`config.mk`:
```
export PLATFORM = sky130hd
export DESIGN_NAME = shared_memory_banked
export DESIGN_NICKNAME = d
export VERILOG_FILES = /design/src/rtl/shared_mem_pkg.sv /design/src/rtl/shared_mem_bank.sv /design/src/rtl/shared_memory_banked.sv
export SDC_FILE = /design/constraint.sdc
export NUM_CORES = 1
export LEC_CHECK = 0
export ABC_AREA = 1
export CAP_MARGIN = 30
export CORE_ASPECT_RATIO = 0.7
export CORE_MARGIN = 2
export CORE_UTILIZATION = 40
export CTS_CLUSTER_DIAMETER = 60
export DETAILED_ROUTE_END_ITERATION = 16
export PLACE_DENSITY_LB_ADDON = 0.2
export SETUP_SLACK_MARGIN = 0.4
export SLEW_MARGIN = 10
export SYNTH_ARGS = -nofsm -noshare
export SYNTH_HDL_FRONTEND = slang
export SYNTH_SLANG_ARGS = --single-unit
```
`constraint.sdc`:
```
create_clock -name clk -period 3.9 [get_ports clk]
set_clock_uncertainty 0.2 [all_clocks]
set_input_delay 0.39 -clock clk [delete_from_list [all_inputs] [get_ports clk]]
set_output_delay 0.39 -clock clk [all_outputs]
set_load 0.1 [all_outputs]
```
`src/rtl/shared_mem_pkg.sv`:
```
// Shared types and helpers for the banked shared memory: FSM states,
// address-to-bank/row slicing and the pass-counter width.
package shared_mem_pkg;

  typedef enum logic [1:0] {
    ST_IDLE    = 2'd0,
    ST_SERVICE = 2'd1,
    ST_CAPTURE = 2'd2,
    ST_RESP    = 2'd3
  } state_t;

  function automatic int bank_of(input logic [31:0] addr, input int bank_bits);
    return int'(addr & ((32'd1 << bank_bits) - 32'd1));
  endfunction

  function automatic int row_of(input logic [31:0] addr, input int bank_bits);
    return int'(addr >> bank_bits);
  endfunction

  // Passes range 0..lanes, so one extra bit beyond the lane index width.
  function automatic int pass_width(input int lanes);
    return $clog2(lanes) + 1;
  endfunction

endpackage

```
`src/rtl/shared_mem_bank.sv`:
```
// Single scratchpad bank: synchronous RAM with write enable and a
// registered (1-cycle) read port; contents are never reset.
module shared_mem_bank #(
  parameter int ROW_W      = 3,
  parameter int DATA_WIDTH = 16
) (
  input  logic                  clk,
  input  logic                  i_we,
  input  logic [ROW_W-1:0]      i_row,
  input  logic [DATA_WIDTH-1:0] i_wdata,
  output logic [DATA_WIDTH-1:0] o_rdata
);

  logic [DATA_WIDTH-1:0] r_mem [2**ROW_W];
  logic [DATA_WIDTH-1:0] r_rdata;

  always_ff @(posedge clk) begin
    if (i_we) r_mem[i_row] <= i_wdata;
    r_rdata <= r_mem[i_row];
  end

  assign o_rdata = r_rdata;

endmodule

```
`src/rtl/shared_memory_banked.sv`:
```
// Warp-wide banked shared memory with bank-conflict serialization.
// Define SHARED_MEM_BROADCAST_EN to merge same-address load lanes into one grant.
module shared_memory_banked
  import shared_mem_pkg::*;
#(
  parameter int NUM_LANES     = 4,
  parameter int NUM_BANKS     = 4,
  parameter int ADDRESS_WIDTH = 5,
  parameter int DATA_WIDTH    = 16
) (
  input  logic                              clk,
  input  logic                              rst_n,
  input  logic                              req_valid,
  output logic                              req_ready,
  input  logic                              req_write,
  input  logic [NUM_LANES-1:0]              req_mask,
  input  logic [NUM_LANES*ADDRESS_WIDTH-1:0] req_addr,
  input  logic [NUM_LANES*DATA_WIDTH-1:0]   req_wdata,
  output logic                              resp_valid,
  input  logic                              resp_ready,
  output logic [NUM_LANES*DATA_WIDTH-1:0]   resp_rdata,
  output logic [pass_width(NUM_LANES)-1:0]  resp_passes
);

  localparam int BANK_BITS = $clog2(NUM_BANKS);
  localparam int ROW_W     = ADDRESS_WIDTH - BANK_BITS;
  localparam int LW        = (NUM_LANES > 1) ? $clog2(NUM_LANES) : 1;
  localparam int PW        = pass_width(NUM_LANES);

  state_t                             r_state, w_state_next;
  logic                               r_write;
  logic [NUM_LANES-1:0]               r_pending, r_grant_q, w_grant;
  logic [NUM_LANES*ADDRESS_WIDTH-1:0] r_addr;
  logic [NUM_LANES*DATA_WIDTH-1:0]    r_wdata, r_rdata;
  logic [PW-1:0]                      r_passes;

  logic [ADDRESS_WIDTH-1:0] w_lane_addr  [NUM_LANES];
  logic [BANK_BITS-1:0]     w_lane_bank  [NUM_LANES];
  logic [ROW_W-1:0]         w_lane_row   [NUM_LANES];
  logic [DATA_WIDTH-1:0]    w_lane_wdata [NUM_LANES];

  logic                     w_sel_valid  [NUM_BANKS];
  logic [LW-1:0]            w_sel_lane   [NUM_BANKS];
  logic                     w_bank_we    [NUM_BANKS];
  logic [ROW_W-1:0]         w_bank_row   [NUM_BANKS];
  logic [DATA_WIDTH-1:0]    w_bank_wdata [NUM_BANKS];
  logic [DATA_WIDTH-1:0]    w_bank_rdata [NUM_BANKS];

  genvar gi;
  generate
    for (gi = 0; gi < NUM_LANES; gi++) begin : g_lane
      assign w_lane_addr[gi]  = r_addr[gi*ADDRESS_WIDTH +: ADDRESS_WIDTH];
      assign w_lane_bank[gi]  = BANK_BITS'(bank_of(32'(w_lane_addr[gi]), BANK_BITS));
      assign w_lane_row[gi]   = ROW_W'(row_of(32'(w_lane_addr[gi]), BANK_BITS));
      assign w_lane_wdata[gi] = r_wdata[gi*DATA_WIDTH +: DATA_WIDTH];
    end
  endgenerate

  // Each bank picks its lowest-indexed pending lane (descending scan, last hit wins).
  always_comb begin
    for (int b = 0; b < NUM_BANKS; b++) begin
      w_sel_valid[b] = 1'b0;
      w_sel_lane[b]  = '0;
      for (int i = NUM_LANES - 1; i >= 0; i--) begin
        if (r_pending[i] && (w_lane_bank[i] == BANK_BITS'(b))) begin
          w_sel_valid[b] = 1'b1;
          w_sel_lane[b]  = LW'(i);
        end
      end
    end
  end

  always_comb begin
    w_grant = '0;
    for (int i = 0; i < NUM_LANES; i++) begin
      logic w_match;
`ifdef SHARED_MEM_BROADCAST_EN
      w_match = !r_write &&
                (w_lane_addr[i] == w_lane_addr[w_sel_lane[w_lane_bank[i]]]);
`else
      w_match = 1'b0;
`endif
      w_grant[i] = (r_state == ST_SERVICE) && r_pending[i] &&
                   w_sel_valid[w_lane_bank[i]] &&
                   ((w_sel_lane[w_lane_bank[i]] == LW'(i)) || w_match);
    end
  end

  generate
    for (gi = 0; gi < NUM_BANKS; gi++) begin : g_bank
      assign w_bank_we[gi]    = (r_state == ST_SERVICE) && r_write && w_sel_valid[gi];
      assign w_bank_row[gi]   = w_lane_row[w_sel_lane[gi]];
      assign w_bank_wdata[gi] = w_lane_wdata[w_sel_lane[gi]];

      shared_mem_bank #(
        .ROW_W      (ROW_W),
        .DATA_WIDTH (DATA_WIDTH)
      ) u_bank (
        .clk     (clk),
        .i_we    (w_bank_we[gi]),
        .i_row   (w_bank_row[gi]),
        .i_wdata (w_bank_wdata[gi]),
        .o_rdata (w_bank_rdata[gi])
      );
    end
  endgenerate

  always_comb begin
    w_state_next = r_state;
    case (r_state)
      ST_IDLE:    if (req_valid) w_state_next = ST_SERVICE;
      ST_SERVICE: if (r_pending == '0) w_state_next = ST_CAPTURE;
      ST_CAPTURE: w_state_next = ST_RESP;
      ST_RESP:    if (resp_ready) w_state_next = ST_IDLE;
      default:    w_state_next = ST_IDLE;
    endcase
  end

  always_ff @(posedge clk or negedge rst_n) begin
    if (!rst_n) begin
      r_state   <= ST_IDLE;
      r_write   <= 1'b0;
      r_pending <= '0;
      r_grant_q <= '0;
      r_addr    <= '0;
      r_wdata   <= '0;
      r_rdata   <= '0;
      r_passes  <= '0;
    end else begin
      r_state   <= w_state_next;
      r_grant_q <= r_write ? '0 : w_grant;
      case (r_state)
        ST_IDLE: if (req_valid) begin
          r_write   <= req_write;
          r_pending <= req_mask;
          r_addr    <= req_addr;
          r_wdata   <= req_wdata;
          r_rdata   <= '0;
          r_passes  <= '0;
        end
        ST_SERVICE: begin
          r_pending <= r_pending & ~w_grant;
          if (w_grant != '0) r_passes <= r_passes + PW'(1);
        end
        default: ;
      endcase
      // Bank read data lands one cycle after the grant that requested it.
      for (int i = 0; i < NUM_LANES; i++) begin
        if (r_grant_q[i]) r_rdata[i*DATA_WIDTH +: DATA_WIDTH] <= w_bank_rdata[w_lane_bank[i]];
      end
    end
  end

  assign req_ready   = (r_state == ST_IDLE);
  assign resp_valid  = (r_state == ST_RESP);
  assign resp_rdata  = r_rdata;
  assign resp_passes = r_passes;

endmodule
```
Word-level counts from Yosys, hierarchy flattened
Memories as Yosys holds them, arrays and structs flattened. A register that Yosys moved wholly into a read port is not among the register bits.
Index checks and enable logic that the tools add are counted.
{ "classes": {"n_bitwise": 10, "reduce_logical": 58, "order_cmp": 8, "addsub": 1, "eq_ne": 22, "mux": 116} }
{ "op_table": {"columns": ["operator", "n"], "rows": [
  ["$mux 16", 20],
  ["$bmux 16 s2", 8],
  ["$mux 64", 2],
  ["$mux 2", 27],
  ["$logic_and 1x1->1", 33],
  ["$mux 1", 32],
  ["$mux 3", 10],
  ["$bmux 3 s2", 4],
  ["$eq 2x2->1 const B", 12],
  ["$ge 3x3->1 const B", 8],
  ["$not 2->3", 8],
  ["$reduce_bool 2->1", 9],
  ["$bmux 2 s2", 4],
  ["$eq 2x1->1 const B", 6],
  ["$logic_not 2->1", 6],
  ["$reduce_and 2->1", 6],
  ["$bmux 1 s2", 4],
  ["$mux 4", 2],
  ["$pmux 2 s4", 1],
  ["$pmux 4 s2", 1],
  ["$ne 2x1->1 const B", 3],
  ["$pmux 3 s2", 1],
  ["$reduce_and 3->1", 2],
  ["$and 4x4->4", 1],
  ["5 further kinds", 5]
]} }
{ "totals": {"mem_count": 4, "output_inout_bits": 69, "word_cells": 230, "mem_bits_rw": 512, "register_bits": 162} }
{ "memory_table": {"columns": ["memory", "depth", "width", "rd", "rd_clocked_by_memory_dff", "write_ports", "line_no", "source"], "rows": [
  ["g_bank[0].u_bank.r_mem", 8, 16, 1, 1, 1, "shared_mem_bank.sv:14", "logic [DATA_WIDTH-1:0] r_mem [2**ROW_W];"],
  ["g_bank[1].u_bank.r_mem", 8, 16, 1, 1, 1, "shared_mem_bank.sv:14", null],
  ["g_bank[2].u_bank.r_mem", 8, 16, 1, 1, 1, "shared_mem_bank.sv:14", null],
  ["g_bank[3].u_bank.r_mem", 8, 16, 1, 1, 1, "shared_mem_bank.sv:14", null]
]} }

Depth between registers and ports, before layout
Gate-level depths: netlist of run 1.
{ "depth": {"word_depth": 14, "mapped_depth": 17} }

By module
A second synthesis of run 1 with hierarchy kept.
{ "unflattened": {"cells_unflattened": 3622, "area_unflattened_um2": 33095.5} }
{ "modules_own_cells": {"columns": ["mod", "n_inst", "cells_each", "area_per_inst_um2"], "rows": [
  ["shared_mem_bank", 4, 548, 5761.8],
  ["shared_memory_banked", 1, 1430, 10048.4]
]} }

Worst setup path after synthesis of run 1
Ideal clock, no wire load.
{ "synth_path": {"path_type": "flip-flop to flip-flop", "startpoint": "register r_addr[1]", "endpoint": "memory g_bank[0].u_bank.r_mem[5][0] (enable)", "t_arrival_ps": 2803, "setup_ps": 409, "path_stages_with_launch": 13, "synth_period_minus_slack_ps": 3412, "path_buffers": 3, "setup_slack_ps": 488, "path_cell_list": "dfrtp_1 > nor2_1 > nand2_2 > nand2_2 > nand2_2 > buf_6 > nand2_1 > nand3_1 > nand2_1 > buf_6 > buf_4 > nand2_1 > nor3_1"} }
{ "synth_between": {"elab_chain_len": 7, "elab_cells_between_ends": 11, "classes_between": "mux (7); bitwise (1); reduce/logical (3)"} }
{ "synth_rtl": {"columns": ["element", "line_no", "source"], "rows": [
  ["start, declared", "shared_memory_banked.sv:33", "logic [NUM_LANES*ADDRESS_WIDTH-1:0] r_addr;"],
  ["start signal, assigned", "shared_memory_banked.sv:136", "r_addr <= req_addr;"],
  ["$logic_not 2->1 (*)", "shared_memory_banked.sv:65", "if (r_pending[i] && (w_lane_bank[i] == BANK_BITS'(b))) begin"],
  ["$logic_and 1x1->1 (*)", "shared_memory_banked.sv:65", null],
  ["$mux 2", "shared_memory_banked.sv:65", null],
  ["$not 2->3 (implied by the code)", "shared_memory_banked.sv:92", "assign w_bank_row[gi] = w_lane_row[w_sel_lane[gi]];"],
  ["$bmux 3 s2", "shared_memory_banked.sv:92", null],
  ["$mux 3 (implied by the code) (2 in series)", "shared_memory_banked.sv:92", null],
  ["end, declared", "shared_mem_bank.sv:14", null]
]} }
Mark *: on every way between the ends. The rest lies on a longest branch, timed or not. The select of a mux whose other input is x is not followed.

Worst setup path after layout of run 1
{ "layout_path": {"startpoint": "register r_addr[6]", "endpoint": "memory g_bank[3].u_bank.r_mem[3][7] (data pin)"} }
{ "layout_between": {"elab_chain_len": 8} }
{ "layout_rtl": {"columns": ["element", "line_no", "source"], "rows": [
  ["$eq 2x2->1", "shared_memory_banked.sv:65", null],
  ["$logic_and 1x1->1", "shared_memory_banked.sv:65", null],
  ["$mux 2 (2 in series)", "shared_memory_banked.sv:65", null],
  ["$not 2->3 (implied by the code)", "shared_memory_banked.sv:93", "assign w_bank_wdata[gi] = w_lane_wdata[w_sel_lane[gi]];"],
  ["$bmux 16 s2", "shared_memory_banked.sv:93", null],
  ["$mux 16 (implied by the code) (2 in series)", "shared_memory_banked.sv:93", null],
  ["named net g_bank[3].u_bank.i_wdata[7]", "shared_mem_bank.sv:10", "input logic [DATA_WIDTH-1:0] i_wdata,"],
  ["end, declared", "shared_mem_bank.sv:14", null]
]} }
The timed path passes the listed nets, and every way through them passes these cells. The select of a mux whose other input is x is not followed.

==> flow_summary.toml, run 1 <==
[cells_and_area]
drive_gt1_share_pct = 10.8
fillers = 7982
area_growth_pct = 17.8
layout.nets = 3993

[routing]
wl_per_cell_um = 20.8
drtAntennaViolNets = 0
drt_pass1_iterations = 8
drtIter0Drc = 3238
drc = 0
vias_per_cell = 5.14
vias = 26164
finalWirelength_um = 106000

[critical_path]
start_kind = "flip-flop"
max_stage_delay_ns = 0.57
cp.required_ns = 4.16
arrival_ns = 3.67
crit_family = "buffers and inverters"
cpMaxStageDelayCell = "o32ai_1"
crit_buf_inv = 4
worstPathMaxFanout = 42
crit_cells = 10
path_class = "reg2reg"
end_kind = "flip-flop"
path_cells = "nand2_2, inv_1, nand2_1, nand2_4, nand2_4, clkinv_1, buf_4, nor2_1, o32ai_1, buf_4"
reg2regPathDepth = 10

[placement]
gp_congestion = 0.958
portBuffers = 161
dp_slack_ns = 0.554
hpwl_um = 74000

[yosys]
synth_edf_count = 512
synth_top_area_share_pct = 45.1
synthTopCellsByArea = "edfxtp_1 (45%), dfrtp_1 (12%), nand2_1 (11%)"
synth_seq_cells = 738
syn_inst = 3650
netlist_area_sq_um = 34100
syn_nets = 3748
yosysMostFrequentCell = "nand2_1"
synth_commonest_cells = "nand2_1 (975), inv_1 (661), edfxtp_1 (512)"
synth_top_cell_by_area = "edfxtp_1"
syn_avg_cell_area_sq_um = 9.34
synthFlopType = "edfxtp_1"
yosysWarnings = 0
seq_area_frac_synth_pct = 60.7
synth.distinct_cells = 39
ys_async_sr_fraction_pct = 22.0

[clock_network]
cts_max_level = 3
clk_latency_ns = 0.63
cts_buffer_depth = 3
cts_made_buffers = 75
cts-root-buf = "clkbuf_16"
cts_tree = "done"
clk_pin_slew_ns = 0.06
clock-sinks = 738

[sta]
slew_headroom_pct = 30.3
worst_hold_slack_ns = 0.166
finalHoldViolations = 0
period_minus_slack_ns = 3.40
fmax_mhz = 294
fin_tns_setup_ns = 0
min_period_over_period_pct = 87.2
worstMarginPinSlew_ns = 1.04
final.setup.worst_slack_ns = 0.499
rsz0062_at_grt = "yes"
report.final.setup_viol = 0
maxSlewViolCount = 0

[min_path]
hold_class = "in2async"

[outcome]
status = "finished clean"

[die]
ios = 162
die_area_sq_um = 87600
die_y_um = 248
die_width_um = 353
core-area_sq_um = 84400
start_util_pct = 40.4
fp-row-count = 89

[grt]
grt_max_degree = 81
grt-ovfl-total = 0
grt_antenna_before_repair = 9
grt_pass1_vias = 23411
grt_usage_pct = 24.1
grt_first_pass_wirelength_um = 157000

[run]
drv_cap = 0
==> cells in the final DEF, fill, tap and decap left out, drive strengths merged, types with 5 or more instances in the layout <==
master and count:
nand3b 16, dfrtp 162, mux2 66, clkinv 21
o22ai 145, nor2 235, ha 5, nor3 5
a31oi 17, clkdlybuf4s50 160, a21oi 32, o21ai 121
clkbuf 109, buf 170, edfxtp 512, nand2 1001
nand3 373, o32ai 48, inv 674, dfxtp 64
==> per-stage QoR <==
stage	utilization, %	instance area, sq um	cells
6_report	47.6	40200	5092
5_1_grt	47.6	40200	5091
4_1_cts	47.4	40000	5076
3_5_place_dp	44.5	37500	4939
3_3_place_gp	44.4	37500	4930
2_1_floorplan	-	34100	3650
==> kinds of logic (layout without fill, tap and decap cells) <==
group | count (synthesis) | after routing | synth area share [%]
AND/OR/NAND/NOR | 1634 | 1634 | 20.2
buffers and inverters | 835 | 1139 | 9.96
flip-flops | 738 | 738 | 60.7
AO/OA/AOI/OAI | 371 | 371 | 6.67
multiplexers | 66 | 66 | 2.18
adder cells (fa/ha/maj) | 5 | 5 | 0.183
XOR/XNOR | 1 | 1 | 0.0257
other | 0 | 1 | 0
==> routing by layer <==
metal	vias up	global-route usage, %	wire length [um]
met2	1276	33.0	41500
met3	149	5.30	11600
met4	6	5.21	2110
met1	12376	38.3	50900
met5	-	0	41
li1	12357	-	-
==> state kept, by name, summed over array words and instances (netlist names) <==
signal,count
g_bank.u_bank.o_rdata,64
g_bank.u_bank.r_mem,512
r_addr,20
r_grant_q,4
r_pending,4
r_state,2
r_wdata,64
r_write,1
resp_passes,3
resp_rdata,64
==> layout make-up <==
class	count	area, sq um	share of cell area (%)
flip-flops and latches	738	20700	51.6
diodes	1	2.50	0.00623
inverters	672	2520	6.28
well taps	1137	1420	3.54
multi-input cells	2077	10000	25.0
repair buffers	331	2970	7.39
clock inverters	27	175	0.436
clock buffers	109	2320	5.77
==> worst paths after layout <==
kind                       slack [ns]            from                            to
hold reg to reg                  0.31  resp_rdata[31]                resp_rdata[31]
setup reg to reg                 0.50       r_addr[6]  g_bank[3].u_bank.r_mem[3][7]
setup / recovery                 0.50       r_addr[6]  g_bank[3].u_bank.r_mem[3][7]
hold / removal                   0.17           rst_n                resp_rdata[57]
min in group clk                 0.18       req_write                       r_write
max in group asynchronous        2.35           rst_n                   r_wdata[58]
==> what timing repair did <==
| action | 4_1_cts | 5_1_grt |
|---|---|---|
| endpoints found under the hold margin | 77 | 0 |
| setup endpoints to repair | 0 | 162 |
| hold buffers | 1 | 0 |
| gates resized for setup | 0 | 4 |
| buffers inserted | 0 | 11 |
Power of run 1 is not shown: default switching activity piles up to over one toggle a cycle in this logic, so the estimate is an artifact.
==> run 2, diff against run 1 <==
--- a/config.mk
+++ b/config.mk
@@ -12,6 +12,7 @@
 export CORE_UTILIZATION = 40
 export CTS_CLUSTER_DIAMETER = 60
 export DETAILED_ROUTE_END_ITERATION = 16
+export HOLD_SLACK_MARGIN = 0.1
 export PLACE_DENSITY_LB_ADDON = 0.2
 export SETUP_SLACK_MARGIN = 0.4
 export SLEW_MARGIN = 10
==> results of run 2 <==
The final DEF is identical to that of run 1; final timing and power are the same.
Power of run 2 is left out for the same reason.
